==> src/rtl/log_fp_mult_serial_pkg.sv <==
// log_fp_pkg: shared state/class enums and Mitchell correction tables (used with LOG_MUL_CORRECTION_EN)
package log_fp_pkg;
  typedef enum logic [2:0] {S_COLLECT, S_DECODE, S_LOG, S_ADD, S_NORM, S_EMIT} state_t;
  typedef enum logic [1:0] {C_ZERO, C_NORM, C_INF, C_NAN} cls_t;
  localparam int LC [4] = '{2945, 5529, 4940, 2090};
  localparam int AC [4] = '{2260, 5126, 5426, 2688};
endpackage

==> src/rtl/log_fp_mult_serial_if.sv <==
// log_fp_mult_serial_if: serial operand/result bus with valid/ready handshakes
interface log_fp_mult_serial_if #(parameter int BUS_W = 8);
  logic             in_valid;
  logic             in_ready;
  logic [BUS_W-1:0] in_a;
  logic [BUS_W-1:0] in_b;
  logic             out_valid;
  logic             out_ready;
  logic [BUS_W-1:0] out_data;
  logic             out_last;
  modport master (output in_valid, in_a, in_b, out_ready, input in_ready, out_valid, out_data, out_last);
  modport slave  (input in_valid, in_a, in_b, out_ready, output in_ready, out_valid, out_data, out_last);
endinterface

==> src/rtl/log_fp_mult_serial_corr.sv <==
// log_fp_corr: piecewise Mitchell log/antilog mantissa correction, identity unless LOG_MUL_CORRECTION_EN
module log_fp_corr import log_fp_pkg::*; #(
  parameter int MAN_W = 10
) (
  input  logic             i_mode,
  input  logic [MAN_W-1:0] i_x,
  output logic [MAN_W-1:0] o_y
);
`ifdef LOG_MUL_CORRECTION_EN
  logic [1:0]       w_seg;
  logic [MAN_W-1:0] w_lc;
  logic [MAN_W-1:0] w_ac;
  logic [MAN_W:0]   w_add;
  assign w_seg = i_x[MAN_W-1 -: 2];
  assign w_lc  = MAN_W'(LC[w_seg] >>> (16 - MAN_W));
  assign w_ac  = MAN_W'(AC[w_seg] >>> (16 - MAN_W));
  assign w_add = {1'b0, i_x} + {1'b0, w_lc};
  // i_mode=0: log (saturating add), i_mode=1: antilog (clamped subtract)
  assign o_y = i_mode ? ((i_x > w_ac) ? i_x - w_ac : '0) : (w_add[MAN_W] ? '1 : w_add[MAN_W-1:0]);
`else
  logic w_unused;
  assign w_unused = i_mode;
  assign o_y = i_x;
`endif
endmodule

==> src/rtl/log_fp_mult_serial.sv <==
// log_fp_mult_serial: byte-serial Mitchell log-domain FP multiplier; optional LOG_MUL_CORRECTION_EN
module log_fp_mult_serial import log_fp_pkg::*; #(
  parameter int EXP_W = 5,
  parameter int MAN_W = 10,
  parameter int BUS_W = 8
) (
  input  logic                 clk,
  input  logic                 rst,
  log_fp_mult_serial_if.slave  bus,
  output logic                 o_busy
);
  localparam int W     = 1 + EXP_W + MAN_W;
  localparam int BEATS = (W + BUS_W - 1) / BUS_W;
  localparam int PW    = BEATS * BUS_W;
  localparam int BW    = $clog2(BEATS + 1);
  localparam int EW    = EXP_W + 2;
  localparam logic [BW-1:0]        LAST = BW'(BEATS - 1);
  localparam logic [EXP_W-1:0]     EMAX = '1;
  localparam logic [EW-1:0]        BIAS = EW'(2 ** (EXP_W - 1) - 1);
  localparam logic signed [EW-1:0] EINF = EW'(2 ** EXP_W - 1);

  state_t                r_state;
  logic [BW-1:0]         r_beat;
  logic [PW-1:0]         r_a, r_b, r_res;
  logic                  r_s;
  cls_t                  r_ca, r_cb;
  logic [EXP_W-1:0]      r_ea, r_eb;
  logic [MAN_W-1:0]      r_ma, r_mb, r_la, r_lb, r_sum;
  logic signed [EW-1:0]  r_e;
  logic                  r_out_valid, r_out_last;
  logic [BUS_W-1:0]      r_out_data;
  logic [MAN_W-1:0]      w_la, w_lb, w_m;
  logic [MAN_W:0]        w_sum;
  logic [BW-1:0]         w_nbeat;
  logic                  w_nan, w_inf, w_zero;
  logic [W-1:0]          w_res;
  logic [PW-1:0]         w_res_p;
  logic                  w_unused;

  function automatic cls_t classify(input logic [EXP_W-1:0] e, input logic [MAN_W-1:0] m);
    return (e == '0) ? C_ZERO : (e != EMAX) ? C_NORM : (m == '0) ? C_INF : C_NAN;
  endfunction

  log_fp_corr #(.MAN_W(MAN_W)) u_corr_a (.i_mode(1'b0), .i_x(r_ma),  .o_y(w_la));
  log_fp_corr #(.MAN_W(MAN_W)) u_corr_b (.i_mode(1'b0), .i_x(r_mb),  .o_y(w_lb));
  log_fp_corr #(.MAN_W(MAN_W)) u_corr_n (.i_mode(1'b1), .i_x(r_sum), .o_y(w_m));

  assign w_unused     = ^{r_a, r_b};
  assign w_sum        = {1'b0, r_la} + {1'b0, r_lb};
  assign w_nbeat      = r_beat + 1'b1;
  assign bus.in_ready  = (r_state == S_COLLECT);
  assign bus.out_valid = r_out_valid;
  assign bus.out_data  = r_out_data;
  assign bus.out_last  = r_out_last;
  assign o_busy        = (r_state != S_COLLECT) || (r_beat != '0);

  // result packing: specials first, then exponent saturation/flush, else normal result
  always_comb begin
    w_nan   = (r_ca == C_NAN) || (r_cb == C_NAN) || (r_ca == C_INF && r_cb == C_ZERO) || (r_ca == C_ZERO && r_cb == C_INF);
    w_inf   = (r_ca == C_INF) || (r_cb == C_INF);
    w_zero  = (r_ca == C_ZERO) || (r_cb == C_ZERO);
    w_res   = w_nan ? {1'b0, EMAX, 1'b1, {(MAN_W-1){1'b0}}} :
              (w_inf || (!w_zero && r_e >= EINF)) ? {r_s, EMAX, {MAN_W{1'b0}}} :
              (w_zero || r_e[EW-1] || r_e == '0) ? {r_s, {(W-1){1'b0}}} :
              {r_s, r_e[EXP_W-1:0], w_m};
    w_res_p = PW'(w_res);
  end

  // operation FSM: collect slices, four pipeline steps, then emit slices
  always_ff @(posedge clk or posedge rst)
    if (rst) begin
      r_state     <= S_COLLECT;
      r_beat      <= '0;
      r_a         <= '0;
      r_b         <= '0;
      r_res       <= '0;
      r_s         <= 1'b0;
      r_ca        <= C_ZERO;
      r_cb        <= C_ZERO;
      r_ea        <= '0;
      r_eb        <= '0;
      r_ma        <= '0;
      r_mb        <= '0;
      r_la        <= '0;
      r_lb        <= '0;
      r_sum       <= '0;
      r_e         <= '0;
      r_out_valid <= 1'b0;
      r_out_last  <= 1'b0;
      r_out_data  <= '0;
    end else begin
      case (r_state)
        S_COLLECT: if (bus.in_valid) begin
          r_a[r_beat*BUS_W +: BUS_W] <= bus.in_a;
          r_b[r_beat*BUS_W +: BUS_W] <= bus.in_b;
          r_beat  <= (r_beat == LAST) ? '0 : w_nbeat;
          r_state <= (r_beat == LAST) ? S_DECODE : S_COLLECT;
        end
        S_DECODE: begin
          r_s     <= r_a[W-1] ^ r_b[W-1];
          r_ea    <= r_a[W-2 -: EXP_W];
          r_eb    <= r_b[W-2 -: EXP_W];
          r_ma    <= r_a[MAN_W-1:0];
          r_mb    <= r_b[MAN_W-1:0];
          r_ca    <= classify(r_a[W-2 -: EXP_W], r_a[MAN_W-1:0]);
          r_cb    <= classify(r_b[W-2 -: EXP_W], r_b[MAN_W-1:0]);
          r_state <= S_LOG;
        end
        S_LOG: begin
          r_la    <= w_la;
          r_lb    <= w_lb;
          r_state <= S_ADD;
        end
        S_ADD: begin
          r_sum   <= w_sum[MAN_W-1:0];
          r_e     <= {2'b0, r_ea} + {2'b0, r_eb} - BIAS + EW'(w_sum[MAN_W]);
          r_state <= S_NORM;
        end
        S_NORM: begin
          r_res       <= w_res_p;
          r_out_data  <= w_res_p[BUS_W-1:0];
          r_out_valid <= 1'b1;
          r_out_last  <= (LAST == '0);
          r_beat      <= '0;
          r_state     <= S_EMIT;
        end
        S_EMIT: if (bus.out_ready) begin
          r_beat      <= (r_beat == LAST) ? '0 : w_nbeat;
          r_out_valid <= (r_beat != LAST);
          r_out_last  <= (r_beat != LAST) && (w_nbeat == LAST);
          r_out_data  <= (r_beat == LAST) ? '0 : r_res[w_nbeat*BUS_W +: BUS_W];
          r_state     <= (r_beat == LAST) ? S_COLLECT : S_EMIT;
        end
        default: r_state <= S_COLLECT;
      endcase
    end
endmodule

==> src/flat_wrapper.sv <==
// flat-port wrapper written by rule: the top's interface ports become plain ports
module log_fp_mult_serial_flat import log_fp_pkg::*;
#(
  parameter int EXP_W = 5,
  parameter int MAN_W = 10,
  parameter int BUS_W = 8
)
  (clk, rst, o_busy, bus_in_valid, bus_in_a, bus_in_b, bus_out_ready, bus_in_ready, bus_out_valid, bus_out_data, bus_out_last);
  log_fp_mult_serial_if #(.BUS_W(BUS_W)) bus_i ();
  input  logic clk;
  input  logic rst;
  output logic o_busy;
  input wire logic [$bits(bus_i.in_valid)-1:0] bus_in_valid;
  input wire logic [$bits(bus_i.in_a)-1:0] bus_in_a;
  input wire logic [$bits(bus_i.in_b)-1:0] bus_in_b;
  input wire logic [$bits(bus_i.out_ready)-1:0] bus_out_ready;
  output wire logic [$bits(bus_i.in_ready)-1:0] bus_in_ready;
  output wire logic [$bits(bus_i.out_valid)-1:0] bus_out_valid;
  output wire logic [$bits(bus_i.out_data)-1:0] bus_out_data;
  output wire logic [$bits(bus_i.out_last)-1:0] bus_out_last;
  assign bus_i.in_valid = bus_in_valid;
  assign bus_i.in_a = bus_in_a;
  assign bus_i.in_b = bus_in_b;
  assign bus_i.out_ready = bus_out_ready;
  assign bus_in_ready = bus_i.in_ready;
  assign bus_out_valid = bus_i.out_valid;
  assign bus_out_data = bus_i.out_data;
  assign bus_out_last = bus_i.out_last;
  log_fp_mult_serial #(.EXP_W(EXP_W), .MAN_W(MAN_W), .BUS_W(BUS_W)) u_core (.clk(clk), .rst(rst), .bus(bus_i), .o_busy(o_busy));
endmodule
==> config.mk <==
export PLATFORM = sky130hd
export DESIGN_NAME = log_fp_mult_serial_flat
export DESIGN_NICKNAME = d
export VERILOG_FILES = /design/src/rtl/log_fp_mult_serial_pkg.sv /design/src/rtl/log_fp_mult_serial_if.sv /design/src/rtl/log_fp_mult_serial_corr.sv /design/src/rtl/log_fp_mult_serial.sv /design/src/flat_wrapper.sv
export SDC_FILE = /design/constraint.sdc
export NUM_CORES = 1
export LEC_CHECK = 0
export ABC_AREA = 1
export BUFFER_PORTS_ARGS = -buffer_cell sky130_fd_sc_hd__buf_2
export CAP_MARGIN = 20
export CELL_PAD_IN_SITES_DETAIL_PLACEMENT = 1
export CELL_PAD_IN_SITES_GLOBAL_PLACEMENT = 1
export CORE_MARGIN = 2
export CORE_UTILIZATION = 35
export CTS_BUF_LIST = sky130_fd_sc_hd__clkbuf_8
export CTS_CLUSTER_DIAMETER = 30
export CTS_CLUSTER_SIZE = 12
export DETAILED_ROUTE_END_ITERATION = 7
export HOLD_SLACK_MARGIN = 0.06
export PLACE_DENSITY = 0.62
export SLEW_MARGIN = 20
export SYNTH_ARGS = -nofsm -noshare
export SYNTH_HDL_FRONTEND = slang
export SYNTH_SLANG_ARGS = --single-unit
==> constraint.sdc <==
create_clock -name clk -period 6.13 [get_ports clk]
set_clock_uncertainty 0.2 [all_clocks]
set_input_delay 1.226 -clock clk [delete_from_list [all_inputs] [get_ports clk]]
set_output_delay 1.226 -clock clk [all_outputs]
set_load 0.005 [all_outputs]
=== After elaboration in Yosys (flattened, before gate mapping) ===
Index checks and enable logic that the tools add are counted.

* $add $sub $neg: 6
* Reductions and logical operators: 30
* Bitwise operators: 1
* Equality and inequality tests: 16
* Multiplexer cells: 27
* Div/mod/pow operators: 0
* $mul: 0
* Shifts and indexed selects: 4
* Order comparisons: 1

{| class="wikitable"
|+ Operators with widths
! cell !! number
|-
| 8-bit by 34-bit indexed part select with 16-bit output || 2
|-
| 5-bit negation with 34-bit output || 1
|-
| 8-bit by 34-bit variable shift with 16-bit output, first input constant || 1
|-
| 16-bit bitwise mux || 2
|-
| 15-bit 2-to-1 mux || 2
|-
| 10-bit zero test || 2
|-
| 3-bit case mux with 6 select lines || 1
|-
| 16-bit 2-to-1 mux || 1
|-
| 8-bit 2-to-1 mux || 2
|-
| 8-bit case mux with 2 select lines || 1
|-
| 16-bit by 6-bit indexed part select with 8-bit output || 1
|-
| 2-bit 2-to-1 mux || 7
|-
| 10-bit by 10-bit adder with 11-bit output || 1
|-
| 5-bit zero test || 2
|-
| 5-bit inequality test, second input constant || 2
|-
| 1-bit logical OR || 9
|-
| 3-bit 2-to-1 mux || 3
|-
| 2-bit == test, second input constant || 4
|-
| 7-bit by 1-bit adder with 7-bit output || 1
|-
| 7-bit by 6-bit >= comparator with 1-bit output, second input constant || 1
|-
| 7-bit zero test || 1
|-
| 7-bit by 4-bit subtractor with 7-bit output, second input constant || 1
|-
| 5-bit by 5-bit adder with 6-bit output || 1
|-
| 3-bit by 2-bit == test with 1-bit output, second input constant || 2
|-
| other kinds (18) || 34
|}

* Word-level logic and storage cells: 104
* RAM bits: 0
* Latch bits: 0
* Bits in read-only memories: 0
* Memories kept: 0
* Register bits after elaboration: 135
* Bits of input ports: 20

=== Logic depth before layout (Yosys ltp) ===
Gate-level depths: netlist of run 1.

* Word-level depth: 8
* Mapped depth: 19

=== Hierarchy ===
Synthesis of run 1 repeated with hierarchy kept, for this count alone.

* Cells, all modules: 807
* Area, all modules: 6782.8 um^2

{| class="wikitable"
|+ By module, submodules not included
! module !! times used !! cells an instance !! area an instance (um^2) !! sequential area each (um^2)
|-
| log_fp_mult_serial || 1 || 777 || 6557.5 || 3378.2
|-
| log_fp_corr || 3 || 10 || 75.1 || 0.0
|}

=== Worst setup path before layout of run 1 ===
No wires, ideal clock.

* Path type: reg2reg
* Start point: reg u_core.r_lb[0]
* End point: reg u_core.r_e[4]
* Arrival: 2242 ps
* Period minus slack after synthesis: 2508 ps
* Path slack: 3622 ps
* Cell stages (with the launch flop): 20
* Path through: dfrtp_1 ha_1 fa_1 nand3_1 nand2_1 nand3_1 nand3_1 nand2_1 nand2_1 a21oi_1 ha_1 inv_1 ha_1 inv_1 nor2_1 nand2_1 nand2_1 nand2_1 nand2_1 nand2_1

* Cells in the longest elaborated chain, start to end: 2

{| class="wikitable"
|+ Ends and longest elaborated chain
! what !! line !! text
|-
| start: declaration || log_fp_mult_serial.sv:28 || <nowiki>logic [MAN_W-1:0] r_ma, r_mb, r_la, r_lb, r_sum;</nowiki>
|-
| start signal: assignment || log_fp_mult_serial.sv:111 || <nowiki>r_lb <= w_lb;</nowiki>
|-
| 10-bit by 10-bit adder with 11-bit output || log_fp_mult_serial.sv:49 || <nowiki>assign w_sum = {1'b0, r_la} + {1'b0, r_lb};</nowiki>
|-
| 7-bit by 1-bit adder with 7-bit output || log_fp_mult_serial.sv:116 || <nowiki>r_e <= {2'b0, r_ea} + {2'b0, r_eb} - BIAS + EW'(w_sum[MAN_W]);</nowiki>
|-
| end signal: assignment || log_fp_mult_serial.sv:116 ||
|-
| end: declaration || log_fp_mult_serial.sv:29 || <nowiki>logic signed [EW-1:0] r_e;</nowiki>
|}

No other way between the ends.
A chain may end at the register's enable or synchronous reset.

=== Final worst setup path of run 1 ===
* Start point: reg u_core.r_beat[0]
* End point: out o_busy

* Cells in the longest elaborated chain, start to end: 2

{| class="wikitable"
|+ Ends and longest elaborated chain
! what !! line !! text
|-
| start: declaration || log_fp_mult_serial.sv:23 || <nowiki>logic [BW-1:0] r_beat;</nowiki>
|-
| start signal: assignment || log_fp_mult_serial.sv:96 || <nowiki>r_beat <= (r_beat == LAST) ? '0 : w_nbeat;</nowiki>
|-
| start signal: assignment || log_fp_mult_serial.sv:128 || <nowiki>r_beat <= (r_beat == LAST) ? '0 : w_nbeat;</nowiki>
|-
| 2-bit nonzero test || log_fp_mult_serial.sv:55 || <nowiki>assign o_busy = (r_state != S_COLLECT) || (r_beat != '0);</nowiki>
|-
| 1-bit logical OR || log_fp_mult_serial.sv:55 ||
|-
| end: declaration || flat_wrapper.sv:12 || <nowiki>output logic o_busy;</nowiki>
|}

No other way between the ends.

==> flow_metrics.tcl, run 1 <==
set metrics [dict create \
    status "finished, final reports clean" \
    r2r_cells 19 \
    final_max_slew_viol_count 0 \
    grt_usage 0.177 \
    clkSinkCount 135 \
    antenna_found_initial 0 \
    rsz0062_at_grt "no" \
    cp_num_buf_inv 2 \
    ir_drop_uv 162 \
    critPathKind "reg2out" \
    p_leak_nw 3.54 \
    avgViaCountPerCell 5.00 \
    num_vias 5085 \
    hold_viol_final 0 \
    first_iter_violations 265 \
    critical-path-max-stage-delay_ns 0.64 \
    p_total_w 0.00353 \
    crit_family "flip-flops" \
    die_h_um 141 \
    worstPathCellList "inv_1, ha_1, nand2_1, buf_2" \
    clkLatencyLatePin_ns 0.45 \
    post_cts.repair.setup_buffers 0 \
    core_um2 18600 \
    ioPinCount 32 \
    cts_tree "yes" \
    grt_pass1_vias 5525 \
    r2r-start "u_core.r_lb[0]$_DFFE_PP0P_" \
    cp_max_fo 14 \
    antenna_cells 0 \
    min_from "u_core.r_res[8]$_DFFE_PP0P_" \
    grt_max_degree 70 \
    postRouteAntennaNets 0 \
    power.density_nw_per_um2 481 \
    ys_warn_count 0 \
    cp-end-kind "primary output" \
    cts-root-buf "clkbuf_8" \
    drive_gt1_frac 0.158 \
    fin_crit_sh 0.560 \
    yosysUniqueCellTypes 39 \
    crit_required_ns 4.70 \
    portBuffers 31 \
    slew_headroom 0.304 \
    drc 0 \
    critPathLaunchType "flop" \
    holdPathEnd "u_core.r_res[8]$_DFFE_PP0P_" \
    cts_resized 0 \
    cts-buffers-inserted 17 \
    syn_inst 740 \
    utilization 0.393 \
    firstDrtPassIters 4 \
    cts_buffer_depth 2 \
    wire_per_inst_um 16.1 \
    hpwl_um 12100 \
    synth_fp_nets 784 \
    grt_overflow 0 \
    max_freq_mhz 291 \
    worstHoldPathCells 2 \
    slowest_stage "dfrtp_1" \
    finalSetupTns_ns 0 \
    dieArea_um2 20000 \
    wl_um 16400 \
    setup_viol 0 \
    max_cap_viol_count 0 \
    cts.clk_slew.worst_paths_ns 0.08 \
    synth.yosys.seq_area_share 0.511 \
    fin_hold_ws_ns 0.284 \
    fp.dieW_um 141 \
    rows 50 \
    cts_max_level 4 \
    gp_congestion 0.803 \
    post-route-min-period_ns 3.43 \
    arrival_ns 2.01 \
    nNetsFinal 814 \
    grt_pass1_wl_um 28000 \
    initial_core_util 0.355 \
    ctsHoldBuffers 0 \
    syn_area_per_cell_um2 8.94 \
    rrSetupSlack_ns 3.23 \
    r2r-end "u_core.r_e[4]$_DFFE_PP0P_" \
    yosys_register_bits 135 \
    syn_area_um2 6610 \
    hold_path_class "reg2reg" \
    syn_to_final_growth_pct 10.8 \
    tightest_slew_ns 1.04 \
]
==> final cells by class <==
cell class | count | area (µm²)
Inverter | 87 | 332
Timing Repair Buffer | 35 | 193
Clock buffer | 17 | 234
Sequential cell | 135 | 3380
Clock inverter | 15 | 133
Multi-Input combinational cell | 494 | 2770
Tap cell | 234 | 293
Fill cell | 2210 | 11300
==> state kept, by name (all words and copies together), names as in the netlist, 10 cells and up <==
register / count
u_core.r_a: 16
u_core.r_mb: 10
u_core.r_la: 10
u_core.r_lb: 10
u_core.r_b: 16
u_core.r_sum: 10
u_core.r_res: 16
u_core.r_ma: 10
==> worst max-delay path by stage <==
stage	slack, ns	startpoint	to	depth (start not counted)
2_1_floorplan	1.09	rst	u_core.bus.out_data[0]$_DFFE_PP0P_	1
3_3_place_gp	3.04	rst	u_core.r_res[10]$_DFFE_PP0P_	3
3_5_place_dp	2.96	rst	u_core.r_e[1]$_DFFE_PP0P_	3
4_1_cts	2.65	u_core.r_beat[0]$_DFFE_PP0P_	o_busy	4
5_1_grt	2.50	u_core.r_beat[0]$_DFFE_PP0P_	o_busy	4
6_report	2.70	u_core.r_beat[0]$_DFFE_PP0P_	o_busy	4
==> synth_stat cells <==
library cell,count,share of area
fa_1,2,0.0061
inv_2,6,0.0034
ha_1,22,0.042
buf_2,9,0.0068
buf_6,2,0.0034
a22o_1,1,0.0013
inv_4,1,0.00095
mux2_2,20,0.034
dfrtp_1,135,0.51
a31oi_1,5,0.0047
nand3_1,70,0.053
o22ai_1,1,0.00095
o21ai_1,68,0.051
nor3b_4,2,0.0057
o31ai_1,1,0.0011
nand3b_1,2,0.0023
nand2_2,2,0.0019
nor3_4,1,0.0025
nand4_1,11,0.010
nor2_1,50,0.028
xor2_1,1,0.0013
nor2_2,3,0.0028
nor3_1,4,0.0030
a21oi_1,29,0.022
nand2_1,151,0.086
inv_1,79,0.045
nor3b_2,1,0.0019
nor2_4,2,0.0034
o21bai_1,1,0.0011
o21ai_0,20,0.015
a21oi_2,9,0.012
clkbuf_1,6,0.0034
nor2_8,3,0.0091
nor4_1,1,0.00095
buf_4,7,0.0079
clkinv_1,1,0.00057
nand2_4,2,0.0034
or2_2,3,0.0028
xnor2_1,6,0.0079
==> kinds of logic after synthesis <==
kind of cell,synth area share
adders and majority gates,0.0477
muxes,0.0341
buffers and inverters,0.0713
AOI/OAI and AO/OA,0.110
xor gates and xnor gates,0.00927
DFF,0.511
and+or+nand+nor,0.217
==> layout by cell type, fill, tap and decap left out, types with 9 or more instances in the layout <==
cell type  synthesis  layout
nand4_1           11      11
nand2_1          151     150
nor2_1            50      50
o21ai_0           20      20
o21ai_1           68      68
mux2_2            20      20
dfrtp_1          135     135
inv_1             79      78
buf_2              9      31
a21oi_1           29      29
clkbuf_8           0      17
nand3_1           70      70
a21oi_2            9       9
ha_1              22      22
==> power breakdown <==
group | total [W] | internal (W) | switching (W)
clock network | 0.000704 | 0.000297 | 0.000407
registers | 0.00148 | 0.00125 | 0.000226
logic | 0.00135 | 0.000491 | 0.000855
==> per-stage QoR <==
| stage | instances | setup WS [ns] | instance area (µm²) |
|---|---|---|---|
| finish | 1017 | 2.70 | 7330 |
| global route | 1017 | 2.50 | 7330 |
| CTS | 1015 | 2.65 | 7310 |
| detailed placement | 983 | 2.96 | 6940 |
| global placement | 983 | 3.04 | 6940 |
| floorplan | 740 | 1.09 | 6610 |
==> worst min-delay path: stages (launching register included) <==
cell	delay, ns
dfrtp_1	0.35
nand2_1	0.06
nand2_1	0.05
==> layer usage <==
layer | routed length (µm) | vias up | GRT usage
li1 | - | 2492 | -
met1 | 7810 | 2517 | 0.231
met4 | 193 | 0 | 0.0442
met2 | 7960 | 61 | 0.301
met3 | 444 | 15 | 0.0381
met5 | 0 | - | 0
No activity file was read; power rests on OpenSTA's default activity.
==> run 2, diff against run 1 <==
- ABC_AREA: 1 -> 0
- PLACE_DENSITY: 0.62 -> 0.63
- clock period: 6.13 -> 2.8 ns (I/O delays scaled with it)
==> run 2 against run 1 <==
Against the previous run:
- the flow now finishes with violations (setup timing)
- sequential share of layout area up 0.40 points
- final cell count shrank 7.6%
- flip-flop and latch count unchanged
- critical path type is now reg2reg
- largest cell class unchanged
- clock power increased by 130%
- critical path depth is 9 higher
- sequential power is 110% higher
==> flow_metrics.tcl, run 2 <==
set metrics [dict create \
    drive_gt1_frac 0.187 \
    nNetsFinal 745 \
    hold_viol_final 0 \
    wl_um 15800 \
    initial_core_util 0.354 \
    drc 0 \
    cp_max_fo 2 \
    ioPinCount 32 \
    synthFlopType "dfrtp_1" \
    hold_path_class "in2async" \
    tightest_slew_ns 0.751 \
    yosysMostFrequentCell "nand2_1" \
    firstDrtPassIters 4 \
    syn_inst 650 \
    slew_headroom 0.499 \
    ys_top_cells_by_area "dfrtp_1 (54%), nand2_1 (12%), o21ai_0 (5.1%), ha_1 (4.4%), mux2_2 (3.6%)" \
    num_vias 4741 \
    die_h_um 138 \
    dp.cells 908 \
    gp_congestion 0.771 \
    reg_top3 "u_core.r_a x16, u_core.r_b x16, u_core.r_res x16" \
    core_um2 17800 \
    max_cap_viol_count 0 \
    p_leak_nw 3.61 \
    clkLatencyLatePin_ns 0.45 \
    finalNonFillerCells 940 \
    final_cell_mix "nand2_1 (204), dfrtp_1 (135), o21ai_0 (61)" \
    clkSinkCount 135 \
    syn_area_per_cell_um2 9.68 \
    status "finished with violations" \
    async_flop_share 1.00 \
    layout_setup_ws_ns -0.205 \
    ys_warn_count 0 \
    yosysUniqueCellTypes 48 \
    grt_pass1_wl_um 26800 \
    yosys.area.top_type_share 0.537 \
    critPathKind "reg2reg" \
    first_iter_violations 198 \
    crit_required_ns 2.98 \
    synth_fp_nets 694 \
    syn_to_final_growth_pct 15.5 \
    cts-buffers-inserted 17 \
    cp-end-kind "flop" \
    portBuffers 31 \
    yosys_register_bits 135 \
    failed_checks "setup timing" \
    fp.dieW_um 138 \
    cts.clk_slew.worst_paths_ns 0.07 \
    grt_max_degree 136 \
    grt_pass1_vias 5166 \
    layout_commonest_cell "nand2_1" \
    synth_edf_count 0 \
    power.density_nw_per_um2 987 \
    arrival_ns 3.18 \
    avgViaCountPerCell 5.04 \
    setup_viol 3 \
    yosys-top-cells-count "nand2_1 (204), dfrtp_1 (135), o21ai_0 (64), ha_1 (22), clkbuf_1 (21)" \
    fin_crit_sh 1.07 \
    syn_area_um2 6290 \
    synth_area_leader_cell "dfrtp_1" \
    wire_per_inst_um 16.8 \
    utilization 0.409 \
    grt_usage 0.175 \
    cts_tree "yes" \
    post-route-min-period_ns 3.01 \
    grt_overflow 0 \
    final_max_slew_viol_count 0 \
    antenna_cells 0 \
    postRouteAntennaNets 0 \
    cts_buffer_depth 2 \
    max_freq_mhz 333 \
    dieArea_um2 19100 \
    rsz0062_at_grt "yes" \
    ir_drop_uv 428 \
    antenna_found_initial 0 \
    rows 49 \
    critPathLaunchType "flop" \
    synth.yosys.seq_area_share 0.537 \
    hpwl_um 11300 \
    cts-root-buf "clkbuf_8" \
    pre_cts_slack_ns -0.245 \
    cts_max_level 4 \
]
run 2: worst paths after layout:
check	end	depth (start not counted)	slack [ns]	from
worst min register to register	u_core.bus.out_last$_DFFE_PP0P_	2	0.28	u_core.bus.out_last$_DFFE_PP0P_
worst max register to register	u_core.r_e[5]$_DFFE_PP0P_	13	-0.21	u_core.r_lb[0]$_DFFE_PP0P_
worst max-delay path	u_core.r_e[5]$_DFFE_PP0P_	13	-0.21	u_core.r_lb[0]$_DFFE_PP0P_
max in group asynchronous	u_core.r_b[8]$_DFFE_PP0P_	3	1.73	rst
min in group clk	u_core.r_b[2]$_DFFE_PP0P_	3	0.16	bus_in_b[2]
worst min-delay path	u_core.r_beat[0]$_DFFE_PP0P_	3	0.1	rst
run 2: cell type report:
cell class	count	area [µm²]
Fill cell	2048	10500
Sequential cell	135	3380
Multi-Input combinational cell	471	2750
Timing Repair Buffer	63	408
Clock buffer	21	289
Tap cell	229	287
Clock inverter	8	98.8
Inverter	13	52.6
run 2: where the power goes:
part	leakage, nW	switching (W)	internal (W)
Clock	0.195	0.000736	0.000867
Combinational	1.59	0.00142	0.00100
Sequential	1.82	0.000559	0.00259
Total	3.61	0.00271	0.00446
run 2: routing by layer:
metal	vias to the layer above	routed length, µm	track usage
met5	-	0	0
met4	0	197	0.0559
met3	18	383	0.0308
met2	52	7630	0.284
met1	2370	7610	0.239
li1	2301	-	-
run 2: cells by family (layout without fill, tap and decap cells):
logic type                 Yosys count  count (layout)  share of synthesized area
buffers and inverters               44             105                     0.0292
DFF                                135             135                      0.537
adders and majority gates           24              24                     0.0501
xor gates and xnor gates            13              13                     0.0181
muxes                               28              28                     0.0485
AOI/OAI and AO/OA                  121             121                      0.117
and+or+nand+nor                    285             285                      0.200
run 2: through the flow:
stage | instance area [µm²] | TNS [ns] | total power, W | hold WS (ns)
floorplan | 6300 | -0.0600 | 0.00467 | 0.240
global placement | 6850 | -0.235 | 0.00549 | 0.249
detailed placement | 6850 | -0.483 | 0.00561 | 0.267
CTS | 7240 | -0.279 | 0.00726 | 0.140
global route | 7270 | -0.947 | 0.00773 | 0.160
finish | 7270 | -0.291 | 0.00717 | 0.0997
run 2: worst max-delay path, cell delays in order (launching register included):
cell and delay, ns:
dfrtp_1 0.39, ha_2 0.20, fa_2 0.34, a21o_1 0.17
a21oi_2 0.16, o21bai_1 0.10, a21o_1 0.20, a21oi_2 0.15
ha_1 0.16, inv_1 0.05, and3_1 0.16, nor3b_1 0.15
or4_1 0.42, nand3_1 0.10
run 2: repair_timing:
action                                  CTS  global route
resized for setup                         3             1
hold endpoints to repair                  0             0
pin swaps                                 1             2
setup buffers                             0             3
endpoints found under the setup margin    5             5
hold buffers                              0             0
==> run 3, diff against run 2 <==
- ABC_AREA: 0 -> 1
- PLACE_DENSITY: 0.63 -> 0.64
==> run 3 against run 2 <==
Against the previous run:
- the run now ends clean
- clock-buffer cell count shrank 4
- setup slack gained 0.40 ns
- register-to-register slack gained 0.40 ns
- critical path type unchanged
- highest routed layer unchanged
- sequential share of layout area shrank 1.3 points
==> flow_metrics.tcl, run 3 (same netlist as run 1, synthesis figures left out) <==
set metrics [dict create \
    setup_viol 0 \
    drive_gt1_frac 0.184 \
    final_cell_mix "nand2_1 (147), dfrtp_1 (135), inv_1 (78)" \
    clkLatencyLatePin_ns 0.46 \
    drc 0 \
    gp_congestion 0.815 \
    avgViaCountPerCell 4.92 \
    reg_top3 "u_core.r_a x16, u_core.r_b x16, u_core.r_res x16" \
    syn_to_final_growth_pct 13.1 \
    initial_core_util 0.355 \
    grt_overflow 0 \
    die_h_um 141 \
    slowest_stage "dfrtp_1" \
    grt_max_degree 67 \
    cts_buffer_depth 2 \
    crit_required_ns 3.00 \
    utilization 0.401 \
    critical-path-max-stage-delay_ns 0.39 \
    rsz0062_at_grt "no" \
    antenna_found_initial 0 \
    fp.dieW_um 141 \
    clkSinkCount 135 \
    max_cap_viol_count 0 \
    worstPathCellList "ha_2, fa_2, nand3_2, nand2_2, nand3_2, nand3_2, nand2_2, nand2_2, a21oi_2, ha_2, inv_1, ha_2, inv_2, nor2_2, nand2_1, nand2_1, nand2_1, nand2_1, nand2_1" \
    cp_max_fo 3 \
    layout_setup_ws_ns 0.196 \
    cts_tree "yes" \
    portBuffers 31 \
    wl_um 16700 \
    fin_hold_ws_ns 0.158 \
    nNetsFinal 825 \
    dieArea_um2 20000 \
    nFillCells 2208 \
    hold_path_class "in2reg" \
    critPathKind "reg2reg" \
    wire_per_inst_um 16.2 \
    firstDrtPassIters 4 \
    hold_viol_final 0 \
    p_leak_nw 3.60 \
    first_iter_violations 198 \
    r2r-start "u_core.r_lb[0]$_DFFE_PP0P_" \
    grt_pass1_vias 5390 \
    layout_commonest_cell "nand2_1" \
    hpwl_um 12400 \
    cp-end-kind "flop" \
    ir_drop_uv 463 \
    grt_pass1_wl_um 27800 \
    rows 50 \
    power.density_nw_per_um2 1040 \
    tightest_slew_ns 0.910 \
    cts_max_level 4 \
    arrival_ns 2.81 \
    cts-root-buf "clkbuf_8" \
    final_max_slew_viol_count 0 \
    cts-buffers-inserted 17 \
    core_um2 18600 \
    pre_cts_slack_ns -0.0632 \
    ioPinCount 32 \
    slew_headroom 0.392 \
    fin_crit_sh 0.930 \
    num_vias 5054 \
    cp_common_cell "nand2_1" \
    grt_usage 0.179 \
    post-route-min-period_ns 2.60 \
    antenna_cells 0 \
    min_from "bus_in_b[7]" \
    cts.clk_slew.worst_paths_ns 0.09 \
    critPathLaunchType "flop" \
    status "finished, final reports clean" \
    max_freq_mhz 384 \
    cp-startpoint "u_core.r_lb[0]$_DFFE_PP0P_" \
    postRouteAntennaNets 0 \
]
run 3: where the power goes:
part | leakage (nW) | switching (W) | internal [W]
clock network | 0.186 | 0.000887 | 0.000647
registers | 1.78 | 0.000517 | 0.00274
logic | 1.63 | 0.00190 | 0.00112
total | 3.60 | 0.00330 | 0.00451
run 3: area by class of cell:
class,count,area [µm²],share of cell area
flip-flops and latches,135,3380,0.452
multi-input cells,494,2810,0.375
inverters,87,333,0.0445
repair buffers,46,308,0.0411
well taps,234,293,0.0391
clock buffers,17,234,0.0313
clock inverters,15,131,0.0176
run 3: worst max-delay path: cells and delay by family, from the launching register on:
family | cells | cell delay [ns]
adders and majority gates | 4 | 0.91
and+or+nand+nor | 12 | 0.79
DFF | 1 | 0.39
AOI/OAI and AO/OA | 1 | 0.15
buffers and inverters | 2 | 0.10
run 3: timing repair:
action                                  CTS  global route
pin swaps                                 1             5
endpoints found under the setup margin    2             5
resized for setup                         3            11
buffers inserted                          0             1
hold buffers                              1             0
hold endpoints to repair                 24             0
run 3: routing by layer:
metal	GRT usage	wire (µm)	vias to the layer above
li1	-	-	2510
met1	0.231	7840	2466
met2	0.305	8220	63
met3	0.0371	470	15
met4	0.0500	157	0
met5	0	0	-
run 3: metrics by stage:
| step | instances | total power [W] | cell area, µm² | setup TNS [ns] |
|---|---|---|---|---|
| floorplan | 740 | 0.00539 | 6620 | 0 |
| global placement | 994 | 0.00617 | 7060 | 0 |
| detailed placement | 994 | 0.00632 | 7060 | -0.107 |
| CTS | 1027 | 0.00791 | 7440 | 0 |
| global route | 1028 | 0.00849 | 7480 | 0 |
| finish | 1028 | 0.00782 | 7480 | 0 |
run 3: worst paths after layout:
path | endpoint | slack [ns] | depth (start not counted)
worst max-delay path | u_core.r_e[4]$_DFFE_PP0P_ | 0.20 | 19
worst min-delay path | u_core.r_b[7]$_DFFE_PP0P_ | 0.16 | 3
worst max register to register | u_core.r_e[4]$_DFFE_PP0P_ | 0.20 | 19
worst min register to register | u_core.r_res[0]$_DFFE_PP0P_ | 0.28 | 2
max in group asynchronous | u_core.r_cb[1]$_DFFE_PP0P_ | 1.21 | 4
min in group asynchronous | u_core.r_sum[1]$_DFFE_PP0P_ | 0.54 | 3
